File: src/rtl/thcattus_uart_rx.sv
// UART 8N1 receiver that assembles DATA_WIDTH bytes into one AXI-Stream beat.
// Partial words are dropped on framing errors, on long inter-byte gaps and on reset.
module thcattus_uart_rx #(
    parameter int DATA_WIDTH       = 12,
    parameter int CLOCK_FREQ       = 50_000_000,
    parameter int BAUD_RATE        = 115200,
    parameter int GAP_TIMEOUT_BITS = 16
) (
    input  logic                    axis_aclk,
    input  logic                    axis_areset,
    input  logic                    uart_rx,
    output logic                    axis_tvalid,
    input  logic                    axis_tready,
    output logic [DATA_WIDTH*8-1:0] axis_tdata,
    output logic                    frame_err,
    output logic                    overrun_err
);

    localparam int CYCLE_PER_BAUD = CLOCK_FREQ / BAUD_RATE;
    localparam int HALF           = CYCLE_PER_BAUD / 2;
    localparam int GAP_LIMIT      = GAP_TIMEOUT_BITS * CYCLE_PER_BAUD;
    localparam int CNT_W          = $clog2(CYCLE_PER_BAUD + 1);
    localparam int GAP_W          = $clog2(GAP_LIMIT + 1);
    localparam int BC_W           = $clog2(DATA_WIDTH + 1);
    localparam int WORD_W         = DATA_WIDTH * 8;

    typedef enum logic [1:0] {
        ST_IDLE,
        ST_START,
        ST_DATA,
        ST_STOP
    } state_t;

    state_t             state;
    logic               rx_meta;
    logic               rx_sync;
    logic [CNT_W-1:0]   baud_cnt;
    logic [2:0]         bit_cnt;
    logic [7:0]         shift_reg;
    logic [BC_W-1:0]    byte_cnt;
    logic [GAP_W-1:0]   gap_cnt;
    logic [WORD_W-1:0]  asm_buf;
    logic [WORD_W-1:0]  asm_next;
    logic               word_done;

    always_ff @(posedge axis_aclk) begin
        if (axis_areset) begin
            rx_meta <= 1'b1;
            rx_sync <= 1'b1;
        end else begin
            rx_meta <= uart_rx;
            rx_sync <= rx_meta;
        end
    end

    // Assembly buffer as it will look once the byte now in shift_reg is accepted
    always_comb begin
        asm_next = asm_buf;
        asm_next[int'(byte_cnt)*8 +: 8] = shift_reg;
    end

    assign word_done = (byte_cnt == BC_W'(DATA_WIDTH - 1));

    always_ff @(posedge axis_aclk) begin
        if (axis_areset) begin
            state       <= ST_IDLE;
            baud_cnt    <= '0;
            bit_cnt     <= '0;
            shift_reg   <= '0;
            byte_cnt    <= '0;
            gap_cnt     <= '0;
            axis_tvalid <= 1'b0;
            axis_tdata  <= '0;
            frame_err   <= 1'b0;
            overrun_err <= 1'b0;
        end else begin
            frame_err   <= 1'b0;
            overrun_err <= 1'b0;
            if (axis_tvalid && axis_tready)
                axis_tvalid <= 1'b0;

            case (state)
                ST_IDLE: begin
                    baud_cnt <= '0;
                    if (!rx_sync) begin
                        state   <= ST_START;
                        gap_cnt <= '0;
                    end else if (byte_cnt != '0) begin
                        // Line went quiet mid-word: resynchronise silently
                        if (gap_cnt == GAP_W'(GAP_LIMIT - 1)) begin
                            byte_cnt <= '0;
                            gap_cnt  <= '0;
                        end else begin
                            gap_cnt <= gap_cnt + 1'b1;
                        end
                    end else begin
                        gap_cnt <= '0;
                    end
                end

                ST_START: begin
                    if (baud_cnt == CNT_W'(HALF - 1)) begin
                        baud_cnt <= '0;
                        bit_cnt  <= '0;
                        state    <= rx_sync ? ST_IDLE : ST_DATA;
                    end else begin
                        baud_cnt <= baud_cnt + 1'b1;
                    end
                end

                ST_DATA: begin
                    if (baud_cnt == CNT_W'(CYCLE_PER_BAUD - 1)) begin
                        baud_cnt  <= '0;
                        shift_reg <= {rx_sync, shift_reg[7:1]};
                        bit_cnt   <= bit_cnt + 1'b1;
                        if (bit_cnt == 3'd7)
                            state <= ST_STOP;
                    end else begin
                        baud_cnt <= baud_cnt + 1'b1;
                    end
                end

                ST_STOP: begin
                    if (baud_cnt == CNT_W'(CYCLE_PER_BAUD - 1)) begin
                        baud_cnt <= '0;
                        state    <= ST_IDLE;
                        if (rx_sync) begin
                            asm_buf <= asm_next;
                            if (word_done) begin
                                byte_cnt <= '0;
                                // A pending beat that is not being taken wins over the new word
                                if (axis_tvalid && !axis_tready) begin
                                    overrun_err <= 1'b1;
                                end else begin
                                    axis_tdata  <= asm_next;
                                    axis_tvalid <= 1'b1;
                                end
                            end else begin
                                byte_cnt <= byte_cnt + 1'b1;
                            end
                        end else begin
                            frame_err <= 1'b1;
                            byte_cnt  <= '0;
                        end
                    end else begin
                        baud_cnt <= baud_cnt + 1'b1;
                    end
                end

                default: state <= ST_IDLE;
            endcase
        end
    end

endmodule
File: config.mk
export PLATFORM = sky130hd
export DESIGN_NAME = thcattus_uart_rx
export DESIGN_NICKNAME = d
export VERILOG_FILES = /design/src/rtl/thcattus_uart_rx.sv
export SDC_FILE = /design/constraint.sdc
export NUM_CORES = 1
export LEC_CHECK = 0
export ABC_AREA = 0
export CAP_MARGIN = 10
export CORE_ASPECT_RATIO = 1.2
export CORE_MARGIN = 2
export CORE_UTILIZATION = 30
export DETAILED_ROUTE_END_ITERATION = 12
export RECOVER_POWER = 25
export SYNTH_ARGS = -nofsm -noshare
export SYNTH_HDL_FRONTEND = slang
export SYNTH_SLANG_ARGS = --single-unit
File: constraint.sdc
create_clock -name axis_aclk -period 4.8 [get_ports axis_aclk]
set_input_delay 0.96 -clock axis_aclk [delete_from_list [all_inputs] [get_ports axis_aclk]]
set_output_delay 0.96 -clock axis_aclk [all_outputs]
set_load 0.02 [all_outputs]
# --- Word level (Yosys, flattened, before mapping) ---
# Index checks and enable logic that the tools add are counted.
word_totals:
  out_inout_bits: 99
  wordCells: 90
  register_bits: 236
  in_bits: 4
classes:
  eq_ne: 16
  mux: 32
  n_bitwise: 6
  n_reduce_logical: 16
  n_shift: 2
  add_sub_neg: 5
ops:
  columns: ["cell", "n"]
  rows:
  - ["96-bit bitwise mux", 1]
  - ["8-bit by 33-bit variable shift with 96-bit output (first input constant)", 1]
  - ["8-bit by 33-bit indexed part select with 96-bit output", 1]
  - ["13-bit 2-to-1 mux", 3]
  - ["7-bit negation with 33-bit output", 1]
  - ["9-bit case mux with 3 select lines", 1]
  - ["4-bit 2-to-1 mux", 6]
  - ["9-bit 2-to-1 mux", 2]
  - ["2-bit != test (second input constant)", 8]
  - ["5-bit AND reduction", 3]
  - ["13-bit by 1-bit adder with 13-bit output (second input constant)", 1]
  - ["13-bit equality test (second input constant)", 1]
  - ["2-bit 2-to-1 mux", 6]
  - ["9-bit by 1-bit adder with 9-bit output (second input constant)", 1]
  - ["9-bit by 8-bit equality test with 1-bit output (second input constant)", 1]
  - ["9-bit equality test (second input constant)", 1]
  - ["1-bit 2-to-1 mux", 8]
  - ["2-bit case mux with 4 select lines", 1]
  - ["4-bit case mux with 2 select lines", 1]
  - ["3-bit 2-to-1 mux", 2]
  - ["1-bit inverter", 6]
  - ["3-bit case mux with 2 select lines", 1]
  - ["5-bit OR reduction", 1]
  - ["4-bit by 1-bit adder with 4-bit output (second input constant)", 1]
  - ["15 further kinds", 18]

# --- Depth between registers and ports, before layout ---
logic_depth:
  ltp_word: 7
  ltp_mapped: 10
  depth_no_buf: 7

# --- Least setup slack after synthesis ---
# OpenSTA, ideal clock, no wires.
synth_path:
  path_type: "input to register"
  from: "input axis_areset"
  to: "register asm_buf[0] (enable)"
  arrival_ns: 3.626
  required_ns: 4.334
  path_slack_ns: 0.708
  n_path_buf: 0
  stages: 2
  setup_time_ns: 0.466
  path_cell_list: "nor3b_1 -> and2_1"
synth_via:
  elab_chain_len: 2
synth_rtl:
  columns: ["item", "line", "source"]
  rows:
  - ["start, declared", "10", "input logic axis_areset,"]
  - ["1-bit inverter (no source line)", null, null]
  - ["4-bit AND reduction (no source line)", null, null]
  - ["end signal, assigned", "128", "asm_buf <= asm_next;"]
  - ["end, declared", "42", "logic [WORD_W-1:0] asm_buf;"]
# No other way between the ends.
# A chain may end at the register's enable or synchronous reset.

# --- Final worst setup path ---
layout_path:
  from: "input axis_areset"
  to: "register axis_tdata[4]"
layout_rtl:
  columns: ["item", "line", "source"]
  rows:
  - ["end signal, assigned", "135", "axis_tdata <= asm_next;"]
  - ["end, declared", "14", "output logic [DATA_WIDTH*8-1:0] axis_tdata,"]
# No word-level cell between the ends.

==> flow_summary.json <==
{
  "leakagePower_nw": 4.21,
  "slowest_delay_ps": 1360,
  "synthesis.area_um2": 10100,
  "cp.required_ps": 5150,
  "slew_viol_final": 78,
  "clock_skew_ps": 27.2,
  "totalWireLength_um": 23600,
  "htreeDepth": 1,
  "violations": "max-capacitance violations, max-slew violations",
  "cp_top_family": "buffers and inverters",
  "grt_first_pass_wirelength_um": 37200,
  "relSlewSlack_pct": -25.4,
  "path_common_cell": "clkbuf_2",
  "dp_slack_ps": 1770,
  "reg.largest.list": "asm_buf x96, axis_tdata x96, gap_cnt x13",
  "io_buffers": 102,
  "synth_flop_cell": "dfxtp_1",
  "hold_class": "reg2reg",
  "r2r_setup_slack_ps": 2010,
  "yosysWarnings": 0,
  "drtAntennaViolNets": 0,
  "hpwl_um": 15300,
  "area_delta_synth_final_pct": 22.2,
  "diodes": 0,
  "async_reset_ff_share_pct": 0,
  "die_h_um": 205,
  "grt_antenna_before_repair": 0,
  "tritoncts": "built",
  "crit_path_max_fanout": 77,
  "worstPathArrival_ps": 3820,
  "finalCritPeriodShare_pct": 72.3,
  "grt_max_degree": 89,
  "drt-wirelength-per-cell_um": 15.8,
  "cts_buffers": 26,
  "grt_pass1_vias": 6796,
  "multi_input_area_um2": 3770,
  "clk_latency_ps": 540,
  "syn_area_per_cell_um2": 10.7,
  "end_kind": "flop",
  "drive_gt1_share_pct": 10.4,
  "cp-start-kind": "input port",
  "power_density_nw_per_um2": 334,
  "die_area_um2": 35000,
  "syn_inst": 939,
  "fp.dieW_um": 171,
  "cts.sinks": 236,
  "synth_seq_cells": 236,
  "fillCellCount": 3310,
  "min_to": "rx_sync$_SDFF_PP1_",
  "r2r_start": "byte_cnt[0]$_SDFFE_PP0P_",
  "rr_worst_depth": 6,
  "seqCellArea_um2": 5690,
  "rsz0062_at_grt": "false",
  "io_pins": 103,
  "tightest_slew_ps": 1880,
  "dr.pass1.iters": 5,
  "vias": 6957,
  "grt_usage_pct": 13.4,
  "fin_util_pct": 37.2,
  "r2r_end": "asm_buf[2]$_DFFE_PP_",
  "fin_ws_ps": 1330,
  "cts_buffer_depth": 3,
  "fin_nets": 1032,
  "synth_cell_types": 55,
  "startpoint": "axis_areset",
  "synth_edf_count": 96,
  "finalSetupViolCount": 0,
  "hold_depth": 1,
  "drt_iter0_markers": 393,
  "period_needed_ps": 3470,
  "place_congestion": 0.758,
  "drv_cap": 1,
  "fmax_mhz": 288,
  "total_power_w": 0.00411,
  "postCtsSetupBuffers": 0,
  "fp.coreArea_um2": 33100,
  "grt-ovfl-total": 0,
  "vias_per_cell": 4.67,
  "final_hold_viol_count": 0,
  "critPathKind": "in2reg",
  "cp_cell_sequence": "clkbuf_1 > clkbuf_2 > clkbuf_2 > nor3_1",
  "seq_area_frac_synth_pct": 56.5,
  "initial_core_util_pct": 30.4,
  "cts_resized": 0,
  "ctsHoldBuffers": 0,
  "cp_slowest_cell": "clkbuf_2",
  "cts_root_buffer": "clkbuf_16",
  "min_from": "rx_meta$_SDFF_PP1_",
  "peakVddDrop_uv": 203,
  "syn_nets": 952,
  "fin_setup_tns_ps": 0,
  "route.detailed.drc": 0,
  "cp_num_buf_inv": 3,
  "core.rowCount": 73,
  "status": "finished, violations left",
  "clk_pin_slew_ps": 60
}
## report_power, final
group	switching [W]	total, W	leakage, nW	internal (W)
logic	0.0000251	0.0000341	2.09	0.00000900
clock network	0.000812	0.00200	0.431	0.00119
registers	0.00000362	0.00207	1.69	0.00207
total	0.000840	0.00411	4.21	0.00327
## cells in the mapped netlist, drive strengths merged, types with 3 or more instances
| cell | n | area [µm²] |
|---|---|---|
| xor2 | 12 | 105 |
| o21bai | 16 | 120 |
| clkbuf | 32 | 120 |
| a211oi | 74 | 761 |
| nor2 | 111 | 417 |
| and2 | 14 | 87.6 |
| inv | 79 | 297 |
| nand3 | 33 | 165 |
| nand2b | 6 | 37.5 |
| xnor2 | 7 | 68.8 |
| buf | 29 | 193 |
| nand2 | 89 | 342 |
| edfxtp | 96 | 2880 |
| nor3b | 4 | 35.0 |
| mux2i | 73 | 731 |
| o21ai | 12 | 60.1 |
| a31oi | 18 | 113 |
| ha | 9 | 113 |
| a21oi | 13 | 65.1 |
| nand3b | 3 | 22.5 |
| nor2b | 4 | 25.0 |
| nand4 | 11 | 75.1 |
| or2 | 3 | 18.8 |
| o211a | 8 | 80.1 |
| dfxtp | 140 | 2800 |
| nor3 | 17 | 96.4 |
## area by class of cell
cell class,instances,share of cell area (%)
Sequential cell,236,46.2
Tap cell,450,4.58
Multi-Input combinational cell,563,30.6
Inverter,79,2.41
Clock inverter,18,1.49
Timing Repair Buffer,113,9.07
Clock buffer,30,5.58
## routing by layer
layer,share of wire [%],global-route usage [%]
met5,0,0
met4,2.3,4.12
met3,4.2,2.14
met1,46,17.8
met2,48,22.4
## cells in the final DEF, fill, tap and decap left out, drive strengths merged, types with 3 or more instances in the layout
master         synthesis  routed
o211a                  8       8
buf                   29       9
clkbuf                32      33
dlygate4sd3            0      21
dfxtp                140     140
or2                    3       3
xor2                  12      12
nor2b                  4       4
nor3b                  4       4
o21ai                 12      12
nor2                 111     111
ha                     9       9
a211oi                74      74
nand3                 33      33
a21oi                 13      13
a31oi                 18      18
edfxtp                96      96
nand3b                 3       3
bufinv                 0       3
clkdlybuf4s50          0      80
nand4                 11      11
mux2i                 73      73
nand2b                 6       6
and2                  14      14
o21bai                16      16
nand2                 89      89
nor3                  17      17
clkinv                 0      13
inv                   79      80
xnor2                  7       7
## how the worst max path moves through the flow
| stage | depth (start not counted) | to | slack (ps) |
|---|---|---|---|
| 6_report | 4 | axis_tdata[4]$_SDFFE_PP0P_ | 1330 |
| 5_1_grt | 4 | axis_tdata[4]$_SDFFE_PP0P_ | 1090 |
| 4_1_cts | 6 | asm_buf[2]$_DFFE_PP_ | 1980 |
| 3_5_place_dp | 4 | asm_buf[17]$_DFFE_PP_ | 1770 |
| 3_3_place_gp | 4 | asm_buf[41]$_DFFE_PP_ | 1800 |
| 2_1_floorplan | 2 | asm_buf[0]$_DFFE_PP_ | 710 |
## stage by stage
| stage | cell area, µm² | cells | hold WS (ps) |
|---|---|---|---|
| 3_3_place_gp | 11400 | 1440 | 400 |
| 5_1_grt | 12300 | 1489 | 423 |
| 3_5_place_dp | 11400 | 1440 | 400 |
| 4_1_cts | 12300 | 1488 | 412 |
| 2_1_floorplan | 10100 | 939 | 389 |
| 6_report | 12300 | 1489 | 411 |
## cells by family after synthesis
logic type	synth area share [%]
xor+xnor	1.73
compound gates	13.0
flops	56.5
mux	7.26
simple gates	14.3
buf+inv	6.06
fa+ha+maj	1.12
(Power assumes the default switching activity.)
